## src/rtl/mux8_rr_arbiter.sv

```systemverilog
// -----------------------------------------------------------------------------
// mux8_rr_arbiter
//
// Round-robin arbiter and sequencer for an 8:1 one-bit datapath mux. One
// requester at a time owns the mux. While it holds the grant and keeps its
// request high, its data bit is captured into a registered output every cycle.
//
// Parameters
//   MAX_HOLD  maximum consecutive granted cycles per grant (1..255)
//
// Ports
//   clk      rising-edge clock
//   rst_n    asynchronous active-low reset
//   req      per-requester level request, bit k = requester k
//   data_in  per-requester data bit, bit k = requester k
//   gnt      registered one-hot grant, zero when idle
//   sel      registered mux select, index of the granted requester;
//            holds its last value while idle
//   busy     high while a grant is in progress
//   y        captured data bit, registered
//   y_valid  y holds a sample taken during a granted cycle
//
// Configuration
//   MUX8_ARB_HOLD_LIMIT_EN  when defined, a grant is force-released after
//                           MAX_HOLD granted cycles. When undefined, a grant
//                           lasts until the owner drops its request and
//                           MAX_HOLD only sizes the cycle counter.
// -----------------------------------------------------------------------------
module mux8_rr_arbiter #(
  parameter int MAX_HOLD = 16
) (
  input  logic       clk,
  input  logic       rst_n,
  input  logic [7:0] req,
  input  logic [7:0] data_in,
  output logic [7:0] gnt,
  output logic [2:0] sel,
  output logic       busy,
  output logic       y,
  output logic       y_valid
);

  // Wide enough to count 0..MAX_HOLD-1.
  localparam int CNT_W = (MAX_HOLD > 1) ? $clog2(MAX_HOLD) : 1;

  typedef enum logic {
    IDLE  = 1'b0,
    GRANT = 1'b1
  } state_t;

  state_t           state, state_n;
  logic [2:0]       ptr, ptr_n;
  logic [2:0]       sel_n;
  logic [7:0]       gnt_n;
  logic [CNT_W-1:0] cnt, cnt_n;
  logic             y_n, y_valid_n;

  logic [15:0]      req2;
  logic [7:0]       rot;
  logic [2:0]       off;
  logic [2:0]       win;
  logic             granted;
  logic             hold_hit;
  logic             rel;

  // Rotate the requests so that bit 0 is the requester at ptr; the lowest set
  // bit of the rotated vector is then the first hit in search order.
  always_comb begin
    req2 = {req, req};
    rot  = req2[ptr +: 8];
    off  = '0;
    for (int i = 7; i >= 0; i--) begin
      if (rot[i]) off = 3'(i);
    end
    win = ptr + off;
  end

  // In GRANT, sel always names the owner, so it doubles as the owner index.
  assign granted = (state == GRANT) && req[sel];

`ifdef MUX8_ARB_HOLD_LIMIT_EN
  assign hold_hit = granted && (cnt == CNT_W'(MAX_HOLD - 1));
`else
  // No limit: cnt still counts granted cycles but simply wraps.
  assign hold_hit = 1'b0;
`endif

  assign rel = (state == GRANT) && (!req[sel] || hold_hit);

  // NOTE: every output of this block gets a default before the case so that
  // no path leaves a variable unassigned, which would infer a latch.
  always_comb begin
    state_n   = state;
    ptr_n     = ptr;
    sel_n     = sel;
    gnt_n     = gnt;
    cnt_n     = cnt;
    y_n       = y;
    y_valid_n = 1'b0;

    case (state)
      IDLE: begin
        if (|req) begin
          gnt_n   = 8'b1 << win;
          sel_n   = win;
          cnt_n   = '0;
          state_n = GRANT;
        end
      end
      GRANT: begin
        // A hold-limit release still takes the sample of that last cycle.
        if (granted) begin
          y_n       = data_in[sel];
          y_valid_n = 1'b1;
          cnt_n     = cnt + 1'b1;
        end
        // Release goes back through IDLE; no same-edge re-arbitration.
        if (rel) begin
          gnt_n   = '0;
          ptr_n   = sel + 3'd1;
          state_n = IDLE;
        end
      end
      default: state_n = IDLE;
    endcase
  end

  // NOTE: sequential state uses non-blocking assignments so every register
  // samples the pre-edge values, independent of statement order.
  always_ff @(posedge clk or negedge rst_n) begin
    if (!rst_n) begin
      state   <= IDLE;
      ptr     <= '0;
      sel     <= '0;
      gnt     <= '0;
      cnt     <= '0;
      y       <= 1'b0;
      y_valid <= 1'b0;
    end else begin
      state   <= state_n;
      ptr     <= ptr_n;
      sel     <= sel_n;
      gnt     <= gnt_n;
      cnt     <= cnt_n;
      y       <= y_n;
      y_valid <= y_valid_n;
    end
  end

  // Decoded straight from the state register, so still free of input paths.
  assign busy = (state == GRANT);

endmodule

```

## config.mk

```make
export PLATFORM = sky130hd
export DESIGN_NAME = mux8_rr_arbiter
export DESIGN_NICKNAME = d
export VERILOG_FILES = /design/src/rtl/mux8_rr_arbiter.sv
export SDC_FILE = /design/constraint.sdc
export NUM_CORES = 1
export LEC_CHECK = 0
export ABC_AREA = 1
export BUFFER_PORTS_ARGS = -buffer_cell sky130_fd_sc_hd__buf_4
export CAP_MARGIN = 20
export CORE_ASPECT_RATIO = 0.75
export CORE_MARGIN = 10
export CORE_UTILIZATION = 49
export DETAILED_ROUTE_END_ITERATION = 8
export GPL_ROUTABILITY_DRIVEN = 0
export PLACE_DENSITY = 0.76
export SYNTH_ARGS = -nofsm -noshare
export SYNTH_HDL_FRONTEND = slang
export SYNTH_SLANG_ARGS = --single-unit
```

## constraint.sdc

```tcl
create_clock -name clk -period 2.6 [get_ports clk]
set_input_delay 0.39 -clock clk [delete_from_list [all_inputs] [get_ports clk]]
set_output_delay 0.39 -clock clk [all_outputs]
set_load 0.005 [all_outputs]
```

==> Flow_metrics.wiki, run 1 <==
{| class="wikitable"
! Metric !! Value
|-
| Library cells used by synthesis || 31
|-
| Largest net degree at the start of global routing || 18
|-
| Worst setup slack after layout || -79.7 ps
|-
| Number of antenna violations at the first check in global routing || 0
|-
| Sum of routed wire length over all layers || 4.58 mm
|-
| Initial Utilization || 53.0%
|-
| Number of pins with negative max-slew slack in the final report || 0
|-
| Outcome || finished, violations left
|-
| Parity-gate share of the synthesized area counting xor and xnor cells || under 10%
|-
| Critical-path maximum fanout || 8
|-
| Synth warnings || 0
|-
| Reported leakage power || 1.06 nW
|-
| Final setup vio count || 8
|-
| Via count of the routed design || 1,575
|-
| Fraction of final layout cells with drive strength greater than 1 || 47.1%
|-
| Instance count along the most critical hold path || 2
|-
| Average detailed-routed wire length per instance || between 15 and 20 um
|-
| Final clock skew || 1.81 ps
|-
| Average via count per standard cell || ~5.4
|-
| Path depth of the worst reg2reg path || 19
|-
| Post-layout minimum cycle time || 2680 ps
|-
| Number of diodes added for antenna fixing || 0
|-
| Sequential cell area fraction in the yosys report || 29.7%
|-
| CTS buffer count || 3
|-
| Most common cell after layout, fill and taps aside || sky130_fd_sc_hd__nand2_1
|-
| Share of the clock period used by the worst path after layout || 103%
|-
| Maximum VDD drop || just under 0.8 mV
|-
| Number of placement rows || 16
|-
| Clock tree from TritonCTS || built
|-
| Most area-consuming cells after synthesis || sky130_fd_sc_hd__dfrtp_1 (30%), sky130_fd_sc_hd__nand2_1 (18%), sky130_fd_sc_hd__nand2_2 (7.4%)
|-
| I/O pin count || 32
|-
| Hold wc startpoint || gnt[4]
|-
| Area share of and/or/nand/nor cells after synthesis || 50.2%
|-
| Count of final hold-check violations || 0
|-
| Layout Cells excl Fill || 293
|-
| Required arrival time at the worst endpoint || 2790 ps
|-
| Launch point of the worst path || ptr[0]
|-
| Final hold slack || 490 ps
|-
| Post-Synthesis Cell Area || 1430 um2
|-
| Die extent in x || between 80 and 90 um
|-
| Routed Antenna Nets || 0
|-
| Startpoint types || flip-flop
|-
| Setup TNS || -410 ps
|-
| Unrepaired setup endpoints after global routing || yes
|-
| Post-Synth Adder-Cell Area || 3.14%
|-
| Worst Max-Slew Pin Slew || 371 ps
|-
| Post-DP HPWL || 3.02 mm
|-
| Gate Count Post-Synth || about 200
|-
| Dominant combinational cell family by area after synthesis || simple AND/OR/NAND/NOR gates
|-
| DR DRC count || 0
|-
| Commonest non-fill, non-tap cells in the layout || sky130_fd_sc_hd__nand2_1 (60), sky130_fd_sc_hd__buf_4 (51), sky130_fd_sc_hd__nand2_2 (19)
|-
| Cell taking the most area after synthesis || sky130_fd_sc_hd__dfrtp_1
|-
| Maximum achievable frequency || 373 MHz
|-
| Floorplan Core Area || 2700 um2
|-
| Global routing usage summed across all routing layers || 15.7%
|-
| Deepest level of the CTS H-tree || 1
|-
| Pre-CTS setup slack || -261 ps
|-
| Register clock-pin slew on the reported worst setup and hold paths || 70 ps
|-
| Clk buf depth || 2
|-
| Vias in the first global route || 1,554
|-
| Avg Cell Area, Syn || 7.06 um2
|-
| Multiplexer share of the synthesized area || 0%
|-
| Worst R2R End || gnt[4]
|-
| Syn_nets || 224
|-
| Area fraction of the dominant cell type after synthesis || 29.7%
|-
| Clk_lat worst skew || 250 ps
|-
| Worst reg2reg path startpoint || ptr[0]
|-
| Height of the chip || around 67 um
|-
| Share of the synthesized area in compound gates (AO/OA/AOI/OAI) || 8.91%
|-
| Power density of the placed cells || 1470 nW/um2
|-
| Max-cap violation count || 0
|-
| Worst hold path endpoint || gnt[4]
|-
| First-pass iteration count of the detailed router || 4
|-
| Slew margin rel. || 75.3%
|-
| Final design area excluding fillers || 2080 um2
|-
| Critical path endpoint category || flip-flop
|-
| Root Driver || sky130_fd_sc_hd__clkbuf_8
|-
| R2R setup slack || -80 ps
|-
| Sink Count || 17
|-
| DP Area || about 1800 um2
|-
| Number of nets in the layout || 279
|-
| Class of the most critical setup path || flip-flop to flip-flop
|-
| FF+latch count, synth || 17
|-
| Final global-route overflow total || 0
|-
| Inst Count DP || 283
|-
| Worst min-delay path class || flip-flop to flip-flop
|-
| IO buf count || 31
|-
| Die area || 5510 um2
|-
| Failing checks || setup timing
|-
| Area delta synth->final || 45.2%
|-
| Number of DRC markers in iteration 0 || 200
|-
| Global-route wire length before repair || 6.98 mm
|-
| Worst EP arrival || 2870 ps
|}
==> critical path, cell delays in order (launching register included) <==
cell	delay [ps]
sky130_fd_sc_hd__dfrtp_2	420
sky130_fd_sc_hd__buf_6	150
sky130_fd_sc_hd__inv_12	110
sky130_fd_sc_hd__nand2_4	80
sky130_fd_sc_hd__nand3_2	90
sky130_fd_sc_hd__nand3_2	80
sky130_fd_sc_hd__nand2_2	80
sky130_fd_sc_hd__nand2_1	50
sky130_fd_sc_hd__nand2_1	50
sky130_fd_sc_hd__nand2_1	40
sky130_fd_sc_hd__nand2_1	50
sky130_fd_sc_hd__nand2_1	50
sky130_fd_sc_hd__a21boi_2	120
sky130_fd_sc_hd__ha_2	180
sky130_fd_sc_hd__inv_2	40
sky130_fd_sc_hd__fa_2	570
sky130_fd_sc_hd__inv_2	70
sky130_fd_sc_hd__nor3_4	220
sky130_fd_sc_hd__nand3_1	110
sky130_fd_sc_hd__nand2_1	60
==> layout make-up <==
type	count	area (um2)
well taps	36	45.0
flip-flops and latches	17	428
clock buffers	3	41.3
fillers	189	623
clock inverters	1	5.00
multi-input cells	169	1080
inverters	13	66.3
repair buffers	54	409
==> cells in the mapped netlist <==
master,number
sky130_fd_sc_hd__nand2_4,4
sky130_fd_sc_hd__o22ai_1,2
sky130_fd_sc_hd__inv_8,1
sky130_fd_sc_hd__nand3_4,1
sky130_fd_sc_hd__buf_2,1
sky130_fd_sc_hd__a21boi_0,1
sky130_fd_sc_hd__o21ai_0,14
sky130_fd_sc_hd__nor2_4,2
sky130_fd_sc_hd__nand4_1,1
sky130_fd_sc_hd__fa_1,1
sky130_fd_sc_hd__nand2_1,67
sky130_fd_sc_hd__o21bai_1,1
sky130_fd_sc_hd__a21oi_1,1
sky130_fd_sc_hd__inv_1,9
sky130_fd_sc_hd__o221ai_1,1
sky130_fd_sc_hd__nor2_2,1
sky130_fd_sc_hd__clkinv_1,1
sky130_fd_sc_hd__nor3_1,3
sky130_fd_sc_hd__o211ai_1,1
sky130_fd_sc_hd__nor2_1,17
sky130_fd_sc_hd__a21oi_2,1
sky130_fd_sc_hd__inv_4,1
sky130_fd_sc_hd__buf_6,3
sky130_fd_sc_hd__ha_1,2
sky130_fd_sc_hd__nand2_2,17
sky130_fd_sc_hd__xor2_1,1
sky130_fd_sc_hd__nand3_2,8
sky130_fd_sc_hd__dfrtp_1,17
sky130_fd_sc_hd__nand3_1,21
sky130_fd_sc_hd__xnor2_1,1
sky130_fd_sc_hd__inv_2,1
==> layer usage <==
layer | part of all wire [%] | wire length (um) | GRT usage [%] | vias up
li1 | - | - | - | 775
met1 | 45 | 2040 | 21.2 | 720
met2 | 46 | 2100 | 23.6 | 61
met3 | 6.1 | 278 | 4.29 | 19
met4 | 3.4 | 155 | 4.87 | 0
met5 | 0 | 0 | 0 | -
==> registers in the layout (all words and copies together), names as in the netlist <==
register	flops
y	1
ptr	3
sel	3
busy	1
gnt	8
y_valid	1
==> cells by family (layout without fill, tap and decap cells) <==
family | Yosys count | count (layout)
AOI/OAI and AO/OA | 22 | 22
xor gates and xnor gates | 2 | 2
adders and majority gates | 3 | 3
buffers and inverters | 17 | 71
DFF | 17 | 17
and+or+nand+nor | 142 | 142
==> how the worst max path moves through the flow <==
stage / end / cells past startpoint
5_1_grt: gnt[4] / 19
4_1_cts: gnt[4] / 19
3_5_place_dp: gnt[4] / 17
3_3_place_gp: gnt[4] / 17
6_report: gnt[4] / 19
2_1_floorplan: gnt[0] / 21
==> where the power goes <==
part | internal (mW) | switching, mW | leakage [nW] | total, mW
Combinational | 0.966 | 1.39 | 0.815 | 2.36
Sequential | 0.373 | 0.128 | 0.216 | 0.500
Clock | 0.106 | 0.0911 | 0.0255 | 0.197
==> what timing repair did <==
action / in CTS / in global routing
buffers inserted: 5 / 0
gates resized for setup: 26 / 19
endpoints found under the hold margin: 17 / 0
setup endpoints to repair: 9 / 10
gates cloned: 0 / 0
pin swaps: 11 / 12
hold buffers: 1 / 0
==> metrics by stage <==
step           power, mW  utilization, %
6_report            3.06            76.9
5_1_grt             3.32            76.9
4_1_cts             2.79            73.3
3_5_place_dp        2.35            66.6
3_3_place_gp        2.31            66.6
2_1_floorplan       1.80               -
Power figures use the tool's default switching activity.
==> run 2: changes to the inputs <==
Settings changed: CORE_UTILIZATION 49 to 25, PLACE_DENSITY 0.76 to unset.
==> Flow_metrics.wiki, run 2 (same netlist as run 1, synthesis figures left out) <==
{| class="wikitable"
! Metric !! Value
|-
| Critical-path cell with the highest stage delay || sky130_fd_sc_hd__dfrtp_1
|-
| Biggest regs || gnt (8), ptr (3), sel (3)
|-
| Worst Max-Slew Pin Slew || ~360 ps
|-
| Cell seen most often among critical-path stages || sky130_fd_sc_hd__nand2_1
|-
| Critical path endpoint category || flip-flop
|-
| Combinational group share of total power || between 70% and 80%
|-
| Required arrival time at the worst endpoint || approximately 2800 ps
|-
| Worst min-delay path class || flip-flop to flip-flop
|-
| Area delta synth->final || 41.3%
|-
| Maximum achievable frequency || 384 MHz
|-
| Fraction of final layout cells with drive strength greater than 1 || 45.3%
|-
| Register clock-pin slew on the reported worst setup and hold paths || 70 ps
|-
| Most common cell after layout, fill and taps aside || sky130_fd_sc_hd__nand2_1
|-
| Cells along the critical path || clkinvlp_4 > nand3_1 > nand2_1 > inv_1 > nand2_1 > nand2_1 > nand2_1 > a21boi_1 > ha_2 > inv_1 > fa_2 > xor2_2 > buf_4 > nand2_8 > nand2_4 > nand2_1 > nand2_1
|-
| Die area || roughly 9200 um2
|-
| Outcome || finished, violations left
|-
| Largest net degree at the start of global routing || 18
|-
| Via count of the routed design || approximately 1,500
|-
| Overall Power || between 2 and 3 mW
|-
| Final design area excluding fillers || 2020 um2
|-
| First-pass iteration count of the detailed router || 4
|-
| Fillcell total || 569
|-
| Height of the chip || 85.6 um
|-
| Failing checks || setup timing
|-
| Switching power share of the total || between 50% and 60%
|-
| Sequential cell fraction of total power || 18.6%
|-
| Count of final hold-check violations || 0
|-
| Maximum VDD drop || 0.643 mV
|-
| Clk_lat worst skew || 260 ps
|-
| Slew margin rel. || about three quarters
|-
| IO buf count || 31
|-
| Deepest level of the CTS H-tree || 1
|-
| Clock tree from TritonCTS || built
|-
| Instance count along the most critical hold path || 2
|-
| Number of antenna violations at the first check in global routing || 0
|-
| DP Area || about 1800 um2
|-
| CTS buffer count || 3
|-
| Path depth of the worst reg2reg path || 17
|-
| Power density of the placed cells || 1390 nW/um2
|-
| Internal Dissipation || between 1 and 1.5 mW
|-
| Sum of routed wire length over all layers || roughly 3.9 mm
|-
| DR DRC count || 0
|-
| Initial Utilization || 26.3%
|-
| Critical-path maximum fanout || 9
|-
| Final setup vio count || 4
|-
| Die extent in x || around 110 um
|-
| Startpoint types || flip-flop
|-
| Root Driver || sky130_fd_sc_hd__clkbuf_8
|-
| Number of placement rows || 23
|-
| Unrepaired setup endpoints after global routing || yes
|-
| Number of DRC markers in iteration 0 || 49
|-
| Global-route wire length before repair || 6.42 mm
|-
| Post-DP HPWL || 3.03 mm
|-
| Routed Antenna Nets || 0
|-
| Final hold slack || 486 ps
|-
| Reported leakage power || 1.02 nW
|-
| Share of the clock period used by the worst path after layout || 100%
|-
| Register name with the most flops || gnt
|-
| Number of diodes added for antenna fixing || 0
|-
| Average detailed-routed wire length per instance || 12.0 um
|-
| Vias in the first global route || 1,381
|-
| Clk buf depth || 2
|-
| Max reg flops || 8
|-
| Average via count per standard cell || 4.46
|-
| I/O pin count || 32
|-
| Global routing usage summed across all routing layers || under 10%
|-
| Slowest cell delay on critical path || around 500 ps
|-
| Class of the most critical setup path || flip-flop to flip-flop
|-
| Commonest non-fill, non-tap cells in the layout || sky130_fd_sc_hd__nand2_1 (63), sky130_fd_sc_hd__buf_4 (49), sky130_fd_sc_hd__nand2_2 (21)
|-
| Floorplan Core Area || roughly 5400 um2
|-
| Worst setup slack after layout || -6.50 ps
|-
| Number of pins with negative max-slew slack in the final report || 0
|-
| Max-cap violation count || 0
|-
| Worst EP arrival || 2750 ps
|-
| Sink Count || 17
|-
| Post-layout minimum cycle time || 2610 ps
|-
| Switching pwr || 1.45 mW
|-
| Final global-route overflow total || 0
|-
| Final clock skew || 4.29 ps
|-
| Clock group share of total power || under 10%
|-
| Number of nets in the layout || 276
|}
==> run 2: worst max-delay path, delay by kind of cell, from the launching register on <==
kind / cells / cell delay [ps]
buffers and inverters: 4 / 520
adders and majority gates: 2 / 530
DFF: 1 / 510
AOI/OAI and AO/OA: 1 / 160
xor gates and xnor gates: 1 / 200
and+or+nand+nor: 9 / 580
==> run 2: stage by stage <==
step	worst slack (ps)	util, %	instances	setup TNS (ps)
after global routing	-241	37.2	329	-1890
after detailed placement	-188	33.7	320	-1140
final	-6.50	37.2	329	-13.9
after global placement	-184	33.7	320	-779
after floorplan	31.9	-	203	0
after CTS	8.57	35.1	326	0
==> run 2: layer usage <==
layer / share of wire (%) / global-route usage (%) / up-vias
met2: 46 / 12.2 / 36
met3: 5.1 / 2.02 / 7
met4: 1.6 / 2.18 / 0
li1: - / - / 768
met1: 47 / 11.4 / 655
met5: 0 / 0 / -
==> run 2: timing repair <==
| action | CTS | global route |
|---|---|---|
| endpoints found under the setup margin | 9 | 9 |
| gates resized for setup | 7 | 22 |
| pin swaps | 1 | 6 |
| hold buffers | 1 | 0 |
| buffers inserted | 1 | 3 |
| endpoints found under the hold margin | 17 | 0 |
==> run 2: worst paths after layout <==
path | from | end | slack (ps)
setup / recovery | ptr[2] | gnt[1] | -6
setup reg to reg | ptr[2] | gnt[1] | -6
hold / removal | gnt[1] | gnt[1] | 490
min in group asynchronous | rst_n | gnt[2] | 520
hold reg to reg | gnt[1] | gnt[1] | 490
max in group asynchronous | rst_n | ptr[0] | 1880
==> run 2: cell type report <==
type,instances,area [um2],area share (%)
tap,75,93.8,4.64
clock buffer,3,41.3,2.04
timing repair buffer,51,389,19.2
clock inverter,1,5.00,0.247
inverter,13,62.6,3.09
multi-input combinational,169,1000,49.6
sequential,17,428,21.1
==> run 2: power by group through the flow <==
stage               sequential [mW]  clock (mW)  combinational (mW)
CTS                           0.519       0.202                1.88
finish                        0.525       0.198                2.09
floorplan                     0.448           0                1.35
global route                  0.545       0.210                2.37
detailed placement            0.522           0                1.81
global placement              0.522           0                1.80
==> run 3: changes to the inputs <==
Settings changed: PLACE_DENSITY set to 0.42, RECOVER_POWER set to 100.
Clock period 2.6 ns to 2.53 ns, I/O delays scaled along.
==> Flow_metrics.wiki, run 3 (same netlist as run 1, synthesis figures left out) <==
{| class="wikitable"
! Metric !! Value
|-
| Outcome || finished, violations left
|-
| Failing checks || setup timing
|-
| Clk_lat worst skew || 250 ps
|-
| I/O pin count || 32
|-
| Number of DRC markers in iteration 0 || 29
|-
| Final setup vio count || 9
|-
| Bufs and invs on worst path || 4
|-
| Sum of routed wire length over all layers || about 4.3 mm
|-
| CTS buffer count || 3
|-
| Worst Max-Slew Pin Slew || roughly 950 ps
|-
| Number of placement rows || 23
|-
| Register name with the most flops || gnt
|-
| Biggest regs || gnt (8), ptr (3), sel (3)
|-
| Average via count per standard cell || 4.45
|-
| Fillcell total || 570
|-
| Die area || 9190 um2
|-
| Worst reg2reg path startpoint || ptr[0]
|-
| Average detailed-routed wire length per instance || 12.3 um
|-
| Maximum achievable frequency || 385 MHz
|-
| Share of the clock period used by the worst path after layout || 103%
|-
| Number of diodes added for antenna fixing || 0
|-
| Cell seen most often among critical-path stages || sky130_fd_sc_hd__nand2_1
|-
| Worst hold path endpoint || gnt[6]
|-
| Number of pins with negative max-slew slack in the final report || 0
|-
| Post-DP HPWL || 3.39 mm
|-
| Commonest non-fill, non-tap cells in the layout || sky130_fd_sc_hd__nand2_1 (57), sky130_fd_sc_hd__buf_4 (48), sky130_fd_sc_hd__nand2_2 (21)
|-
| Critical-path cell with the highest stage delay || sky130_fd_sc_hd__dfrtp_2
|-
| Slew margin rel. || 36.9%
|-
| Class of the most critical setup path || flip-flop to flip-flop
|-
| Worst R2R End || gnt[0]
|-
| Cell family with the largest share of critical-path delay || simple AND/OR/NAND/NOR gates
|-
| Deepest level of the CTS H-tree || 1
|-
| Instance count along the most critical hold path || 2
|-
| Clock group share of total power || 6.2%
|-
| First-pass iteration count of the detailed router || 4
|-
| Clock tree from TritonCTS || built
|-
| Initial Utilization || 26.3%
|-
| Power density of the placed cells || 1490 nW/um2
|-
| Required arrival time at the worst endpoint || approximately 2700 ps
|-
| Root Driver || sky130_fd_sc_hd__clkbuf_8
|-
| Unrepaired setup endpoints after global routing || yes
|-
| DR DRC count || 0
|-
| Final clock skew || 0.926 ps
|-
| Slowest cell delay on critical path || 420 ps
|-
| Cells along the critical path || buf_12 > inv_16 > nand2_4 > nand3_2 > nand3_2 > nand2_2 > nand2_1 > nand2_1 > nand2_1 > nand2_1 > nand2_1 > a21boi_2 > ha_2 > inv_2 > fa_2 > xor2_2 > buf_4 > nand2_8 > nand2_4 > nand2_1 > nand2_1
|-
| Fraction of final layout cells with drive strength greater than 1 || 49.3%
|-
| Internal Dissipation || 1.69 mW
|-
| Reported leakage power || 1.12 nW
|-
| Worst min-delay path class || flip-flop to flip-flop
|-
| Height of the chip || 85.6 um
|-
| Startpoint types || flip-flop
|-
| Maximum VDD drop || roughly 0.69 mV
|-
| Global routing usage summed across all routing layers || 9.47%
|-
| R2R setup slack || -60 ps
|-
| Path depth of the worst reg2reg path || 21
|-
| Max reg flops || 8
|-
| Area delta synth->final || 54.8%
|-
| Final global-route overflow total || 0
|-
| Die extent in x || 107 um
|-
| Floorplan Core Area || 5440 um2
|-
| Worst setup slack after layout || -64.8 ps
|-
| Global-route wire length before repair || 7.24 mm
|-
| Clk buf depth || 2
|-
| Register clock-pin slew on the reported worst setup and hold paths || about 70 ps
|-
| Routed Antenna Nets || 0
|-
| Combinational group share of total power || roughly four fifths
|-
| Switching power share of the total || roughly half
|-
| Count of final hold-check violations || 0
|-
| Overall Power || 3.30 mW
|-
| Largest net degree at the start of global routing || 18
|-
| Hold wc startpoint || gnt[6]
|-
| Number of antenna violations at the first check in global routing || 0
|-
| Critical-path maximum fanout || 8
|-
| Vias in the first global route || 1,555
|-
| Sequential cell fraction of total power || 15.5%
|-
| Sink Count || 17
|-
| Max-cap violation count || 0
|-
| Setup TNS || -358 ps
|-
| Post-layout minimum cycle time || 2590 ps
|-
| Switching pwr || about 1.6 mW
|-
| Via count of the routed design || ~1,500
|-
| Critical path endpoint category || flip-flop
|-
| Most common cell after layout, fill and taps aside || sky130_fd_sc_hd__nand2_1
|-
| Worst EP arrival || 2740 ps
|-
| IO buf count || 31
|-
| Number of nets in the layout || 292
|}
==> run 3: cell count changes in the layout (fill, tap and decap cells not counted), moves of 2 or more <==
cell	change
sky130_fd_sc_hd__clkbuf_1	+4
sky130_fd_sc_hd__clkbuf_4	+13
sky130_fd_sc_hd__nand2_1	-6
sky130_fd_sc_hd__nand2_4	+6
sky130_fd_sc_hd__nand3_4	+2
==> run 3: worst max path at each step <==
stage | start | end | slack, ps | depth (start not counted)
6_report | ptr[0] | gnt[0] | -60 | 21
5_1_grt | ptr[0] | gnt[4] | -300 | 19
4_1_cts | ptr[0] | gnt[4] | -70 | 19
3_5_place_dp | ptr[0] | gnt[4] | -320 | 17
3_3_place_gp | ptr[0] | gnt[4] | -350 | 17
2_1_floorplan | ptr[0] | gnt[0] | 20 | 21
==> run 3: final cells by class <==
cell class                      count  area (um2)  share of cell area (%)
Clock buffer                        4        45.0                    2.03
Inverter                           13        70.1                    3.16
Multi-Input combinational cell    169        1070                    48.3
Sequential cell                    17         428                    19.3
Tap cell                           75        93.8                    4.23
Timing Repair Buffer               67         510                    23.0
==> run 3: worst register-to-register path, cell delays in order, from the launching register on <==
cell                       delay, ps
sky130_fd_sc_hd__dfrtp_2         420
sky130_fd_sc_hd__buf_12          160
sky130_fd_sc_hd__inv_16           90
sky130_fd_sc_hd__nand2_4          50
sky130_fd_sc_hd__nand3_2          70
sky130_fd_sc_hd__nand3_2          80
sky130_fd_sc_hd__nand2_2          80
sky130_fd_sc_hd__nand2_1          50
sky130_fd_sc_hd__nand2_1          50
sky130_fd_sc_hd__nand2_1          50
sky130_fd_sc_hd__nand2_1          50
sky130_fd_sc_hd__nand2_1          60
sky130_fd_sc_hd__a21boi_2        120
sky130_fd_sc_hd__ha_2            180
sky130_fd_sc_hd__inv_2            30
sky130_fd_sc_hd__fa_2            340
sky130_fd_sc_hd__xor2_2          190
sky130_fd_sc_hd__buf_4           150
sky130_fd_sc_hd__nand2_8          90
sky130_fd_sc_hd__nand2_4          60
sky130_fd_sc_hd__nand2_1          70
sky130_fd_sc_hd__nand2_1          50
==> run 3: what timing repair did <==
item                       4_1_cts  5_1_grt
setup endpoints to repair       10       10
pin swaps                        4        2
hold buffers                     1        0
gates resized for setup         27       20
setup buffers                    3        5
hold endpoints to repair        17        0
==> run 3: per-layer routing <==
layer / part of all wire, % / vias to the layer above / track usage [%]
li1: - / 798 / -
met1: 50 / 704 / 12.2
met2: 45 / 28 / 15.1
met3: 4.2 / 4 / 2.69
met4: 0.87 / 0 / 2.66
met5: 0 / - / 0
==> run 3: power by group through the flow <==
stage	Combinational, mW	Clock [mW]	Sequential [mW]
after global routing	2.91	0.225	0.529
after global placement	2.09	0	0.544
after floorplan	1.40	0	0.460
after detailed placement	2.08	0	0.543
final	2.58	0.205	0.513
after CTS	2.33	0.213	0.518
==> run 3: per-stage QoR <==
| stage | instances | util (%) | cell area (um2) | hold slack [ps] | setup WS, ps |
|---|---|---|---|---|---|
| after global routing | 345 | 40.8 | 2220 | 509 | -297 |
| after global placement | 332 | 35.5 | 1930 | 263 | -352 |
| final | 345 | 40.8 | 2220 | 479 | -64.8 |
| after CTS | 340 | 38.8 | 2110 | 487 | -74.9 |
| after floorplan | 203 | - | 1440 | 83.9 | 17.1 |
| after detailed placement | 332 | 35.5 | 1930 | 260 | -317 |
